<file path="config.mk">
export PLATFORM = sky130hd
export DESIGN_NAME = rr_arb_mux
export DESIGN_NICKNAME = d
export VERILOG_FILES = /design/src/rtl/rr_arb_mux_pkg.sv /design/src/rtl/rr_arb_mux_rr_arbiter.sv /design/src/rtl/rr_arb_mux.sv
export SDC_FILE = /design/constraint.sdc
export NUM_CORES = 1
export LEC_CHECK = 0
export CAP_MARGIN = 20
export CORE_MARGIN = 1.5
export CORE_UTILIZATION = 35
export DETAILED_ROUTE_END_ITERATION = 8
export DONT_BUFFER_PORTS = 1
export PLACE_DENSITY = 0.56
export SETUP_SLACK_MARGIN = 0.05
export SLEW_MARGIN = 20
export SYNTH_ARGS = -nofsm -noshare
export SYNTH_HDL_FRONTEND = slang
export SYNTH_HIERARCHICAL = 1
export SYNTH_SLANG_ARGS = --single-unit
</file>
<file path="constraint.sdc">
create_clock -name Clk -period 2.65 [get_ports Clk]
set_input_delay 0.3975 -clock Clk [delete_from_list [all_inputs] [get_ports Clk]]
set_output_delay 0.3975 -clock Clk [all_outputs]
set_load 0.1 [all_outputs]
</file>
<file path="src/rtl/rr_arb_mux_pkg.sv">
// rr_arb_mux_pkg: shared constants and helpers for the arbitrating word mux.
package rr_arb_mux_pkg;
    localparam int PRIO_RR    = 0;
    localparam int PRIO_FIXED = 1;
    localparam logic [0:0] IDLE   = 1'b0;
    localparam logic [0:0] LOCKED = 1'b1;
    function automatic int clog2_min1(input int n);
        return (n <= 2) ? 1 : $clog2(n);
    endfunction
endpackage

</file>
<file path="src/rtl/rr_arb_mux_rr_arbiter.sv">
// rr_arbiter: combinational rotating or fixed-priority arbiter, one-hot and binary grant.
module rr_arbiter
    import rr_arb_mux_pkg::*;
#(
    parameter int NUM_CH = 4,
    localparam int SW = clog2_min1(NUM_CH)
) (
    input  logic [NUM_CH-1:0] i_req,
    input  logic [SW-1:0]     i_ptr,
    input  logic              i_mode,
    output logic [NUM_CH-1:0] o_grant,
    output logic [SW-1:0]     o_idx
);
    logic [SW-1:0] w_c;
    always_comb begin
        o_idx = '0;
        w_c = '0;
        // scan farthest-first so the requester nearest the pointer is written last and wins
        for (int k = NUM_CH - 1; k >= 0; k--) begin
            w_c = i_mode ? SW'(k) : SW'((int'(i_ptr) + k) % NUM_CH);
            if (i_req[w_c]) o_idx = w_c;
        end
        o_grant = (|i_req) ? (NUM_CH'(1) << o_idx) : '0;
    end
endmodule

</file>
<file path="src/rtl/rr_arb_mux.sv">
// rr_arb_mux: N-channel arbitrating word mux, valid/ready inputs, registered output.
// Define RR_ARB_MUX_LOCK_EN to keep the grant on one channel until its in_last beat.
module rr_arb_mux
    import rr_arb_mux_pkg::*;
#(
    parameter int WIDTH     = 32,
    parameter int NUM_CH    = 4,
    parameter int PRIO_MODE = PRIO_RR,
    localparam int SW = clog2_min1(NUM_CH)
) (
    input  logic                    Clk,
    input  logic                    Rst,
    input  logic [NUM_CH*WIDTH-1:0] in_data,
    input  logic [NUM_CH-1:0]       in_valid,
`ifdef RR_ARB_MUX_LOCK_EN
    input  logic [NUM_CH-1:0]       in_last,
`endif
    output logic [NUM_CH-1:0]       in_ready,
    output logic [WIDTH-1:0]        out_data,
    output logic                    out_valid,
    input  logic                    out_ready,
    output logic [SW-1:0]           out_sel
);
    logic [NUM_CH-1:0] w_req, w_grant;
    logic [SW-1:0]     w_idx, r_ptr, r_sel;
    logic [WIDTH-1:0]  r_data;
    logic              r_valid, w_load, w_fire, w_last;

    assign w_load   = !r_valid || out_ready;
    assign w_fire   = w_load && |w_req;
    assign in_ready = w_grant & {NUM_CH{w_load}};
    assign out_data  = r_data;
    assign out_valid = r_valid;
    assign out_sel   = r_sel;

`ifdef RR_ARB_MUX_LOCK_EN
    logic [0:0]    r_state;
    logic [SW-1:0] r_lock_ch;
    // while locked only the owning channel may request, even if it is momentarily idle
    assign w_req  = (r_state == LOCKED) ? (in_valid & (NUM_CH'(1) << r_lock_ch)) : in_valid;
    assign w_last = in_last[w_idx];
    always_ff @(posedge Clk or negedge Rst) begin
        if (!Rst) begin
            r_state   <= IDLE;
            r_lock_ch <= '0;
        end else if (w_fire) begin
            if (r_state == IDLE && !w_last) begin
                r_state   <= LOCKED;
                r_lock_ch <= w_idx;
            end else if (r_state == LOCKED && w_last) begin
                r_state <= IDLE;
            end
        end
    end
`else
    assign w_req  = in_valid;
    assign w_last = 1'b1;
`endif

    rr_arbiter #(.NUM_CH(NUM_CH)) u_arb (
        .i_req   (w_req),
        .i_ptr   (r_ptr),
        .i_mode  (PRIO_MODE == PRIO_FIXED),
        .o_grant (w_grant),
        .o_idx   (w_idx)
    );

    always_ff @(posedge Clk or negedge Rst) begin
        if (!Rst) begin
            r_valid <= 1'b0;
            r_data  <= '0;
            r_sel   <= '0;
            r_ptr   <= '0;
        end else if (w_load) begin
            r_valid <= |w_req;
            if (|w_req) begin
                r_data <= in_data[w_idx*WIDTH +: WIDTH];
                r_sel  <= w_idx;
            end
            if (w_fire && w_last && PRIO_MODE == PRIO_RR)
                r_ptr <= (w_idx == SW'(NUM_CH - 1)) ? '0 : w_idx + 1'b1;
        end
    end
endmodule

</file>
==> run_results.csv <==
group,metric,value,unit
status,outcome,"finished, violations left",
status,violations,"setup timing",
logic_synthesis,syn_avg_cell_area,16.0,um^2
die,die_x,90.7,um
critical_path,regToRegStartpoint,"r_ptr[0]$_DFFE_PN0P_",
route,vias,1749,
die,dieArea,8230,um^2
clocking,cts_sinks,37,
timing,worst_pin_slew,0.955,ns
timing,fin_worst_skew,0.00676,ns
critical_path,cpPeakStageDelay,0.45,ns
critical_path,crit_fanout,5,
logic_synthesis,ys_warn_count,6,
critical_path,cp_top_family,"compound AO/OA/AOI/OAI gates",
logic_synthesis,synth-seq-cells,37,
critical_path,crit_arrival,2.41,ns
placed_design,place.gp.congestion,0.839,
critical_path,path_class,"reg -> out",
layout,drive_above_1_share,63.0,%
clocking,cts_tree,"built",
critical_path,path_cells,"buf_6 > buf_4 > a2111oi_4 > o22a_1 > o211ai_4 > buf_12 > nor3_2 > and2_4 > buf_12",
timing,layout_setup_ws,-0.156,ns
layout,multiInputGateArea,1690,um^2
logic_synthesis,syn_area,2690,um^2
route,drt_pass1_iterations,4,
logic_synthesis,synth_top_cell_by_area,"dfrtp_1",
route,drt_iter0_markers,65,
die,fp-row-count,31,
logic_synthesis,synthCells,168,
clocking,clockRootBuffer,"clkbuf_8",
global_routing,first_global_vias,2022,
global_routing,grt_first_pass_wirelength,11000,um
timing,hold_viol,0,
layout,antenna_cells,0,
critical_path,required,2.25,ns
timing,min_period,2.81,ns
route,viasPerCell,6.01,
critical_path,crit_start,"r_ptr[0]$_DFFE_PN0P_",
min_path,hold_class,"in -> reg",
route,wirelength,7290,um
placed_design,port_buffers,0,
timing,fmax,356,MHz
layout,register_area,928,um^2
logic_synthesis,synth-seq-area-share,34.4,%
critical_path,cp_slowest_cell,"dfrtp_2",
clocking,cts_max_path_buffers,2,
route,wire_per_inst,25.1,um
die,coreArea,7330,um^2
critical_path,crit_path_frequent_cell,"buf_12",
clocking,cts_buffers,5,
route,drc_errors,0,
logic_synthesis,synthDistinctLibCells,44,
timing,rsz0062_at_grt,"yes",
timing,setup_violations,33,
layout,nNetsFinal,327,
logic_synthesis,synth_top_area_share,34.4,%
job,max_cap_violations,0,
timing,slew_headroom,36.3,%
critical_path,critical_path_buf_inv_count,4,
global_routing,antenna_found_initial,0,
clocking,clk_pin_slew,0.09,ns
min_path,hp-start,"in_valid[2]",
clocking,clk_latency,0.29,ns
logic_synthesis,synthTopCellsByArea,"dfrtp_1, mux4_2, mux2_4",
global_routing,grt.overflow.total,0,
timing,min_period_over_period,106,%
placed_design,detailedPlace.worstSlack,-0.0464,ns
route,detail-route-antenna-nets,0,
global_routing,groute.usage.overall,17.4,%
timing,drv_slew,0,
layout,area_growth,19.7,%
critical_path,end_kind,"output pin",
die,ios,174,
critical_path,start_kind,"flip-flop",
die,initial_core_util,36.7,%
layout,nFillCells,654,
global_routing,grt_max_degree,38,
placed_design,post-dp-hpwl,5300,um
die,die_h,90.7,um
clocking,h-tree-depth,2,
-- through the flow --
stage,hold slack [ns],utilization [%],instance area [um^2],TNS (ns),cells
after floorplan,0.102,-,2710,0,171
after global placement,0.103,39.5,2900,0,269
after detailed placement,0.103,39.5,2900,-0.196,269
after CTS,0.217,43.2,3170,-1.61,287
after global routing,0.215,44.0,3230,-6.75,291
final,0.223,44.0,3230,-2.41,291
-- cell families after synthesis --
logic type	after synthesis	synth area share [%]
xor gates and xnor gates	1	0.325
AOI/OAI and AO/OA	17	5.57
and+or+nand+nor	25	6.32
buffers and inverters	16	5.62
other	1	0.139
DFF	37	34.4
muxes	70	47.2
adders and majority gates	1	0.464
-- final cells by class --
| cell class | instances | share of cell area [%] |
|---|---|---|
| inverters | 2 | 0.233 |
| multi-input cells | 118 | 52.5 |
| clock buffers | 7 | 2.99 |
| clock inverters | 1 | 0.272 |
| well taps | 99 | 3.84 |
| flip-flops and latches | 37 | 28.8 |
| repair buffers | 27 | 11.4 |
-- final timing paths --
| check | slack, ns | depth (start not counted) | to |
|---|---|---|---|
| worst max-delay path | -0.16 | 9 | in_ready[0] |
| worst min-delay path | 0.22 | 2 | out_valid$_DFFE_PN0N_ |
| worst max register to register | -0.10 | 9 | out_data[4]$_DFFE_PN0P_ |
| worst min register to register | 0.65 | 2 | out_valid$_DFFE_PN0N_ |
| max in group asynchronous | 1.85 | 2 | r_ptr[1]$_DFFE_PN0P_ |
| min in group asynchronous | 0.60 | 2 | out_valid$_DFFE_PN0N_ |
-- layer usage --
| layer | global-route usage (%) | routed length (um) | up-vias |
|---|---|---|---|
| met4 | 6.08 | 157 | 0 |
| met3 | 7.07 | 836 | 17 |
| li1 | - | - | 714 |
| met1 | 16.4 | 2320 | 874 |
| met2 | 33.3 | 3980 | 144 |
| met5 | 0 | 0 | - |
-- cell usage in the layout (no fill, tap or decap), drive strengths merged, types with 4 or more instances in the layout --
cell / synthesis / layout
dfrtp: 37 / 37
conb: 1 / 4
mux2: 37 / 37
mux4: 32 / 32
buf: 12 / 25
clkbuf: 2 / 8
and2: 6 / 6
-- what timing repair did --
action | 4_1_cts | 5_1_grt
endpoints found under the setup margin | 36 | 36
pin swaps | 4 | 6
endpoints found under the hold margin | 37 | 0
gates resized for setup | 8 | 13
hold buffers | 2 | 0
cloned | 2 | 1
setup buffers | 6 | 5
-- synth_stat cells, drive strengths merged --
library cell	number
a21oi	2
inv	2
a2111oi	1
o2111ai	1
o22a	1
nor2	3
a21boi	1
mux2i	1
ha	1
nand2	3
conb	1
nor4	2
nor4bb	1
xnor2	1
nor3	1
a31oi	1
a211oi	1
a21o	1
mux4	32
clkbuf	2
dfrtp	37
nand2b	2
nor2b	3
and2b	1
nand3b	3
o211ai	2
o221a	2
o21ai	3
buf	12
mux2	37
and2	6
o221ai	1
-- registers in the layout (all words and copies together) (netlist names) --
signal and count:
out_valid 1, out_sel 2, out_data 32, r_ptr 2
Power is left out: the tool's default activity adds up to more than one toggle a clock period on the data nets, which glitch-free logic cannot reach.
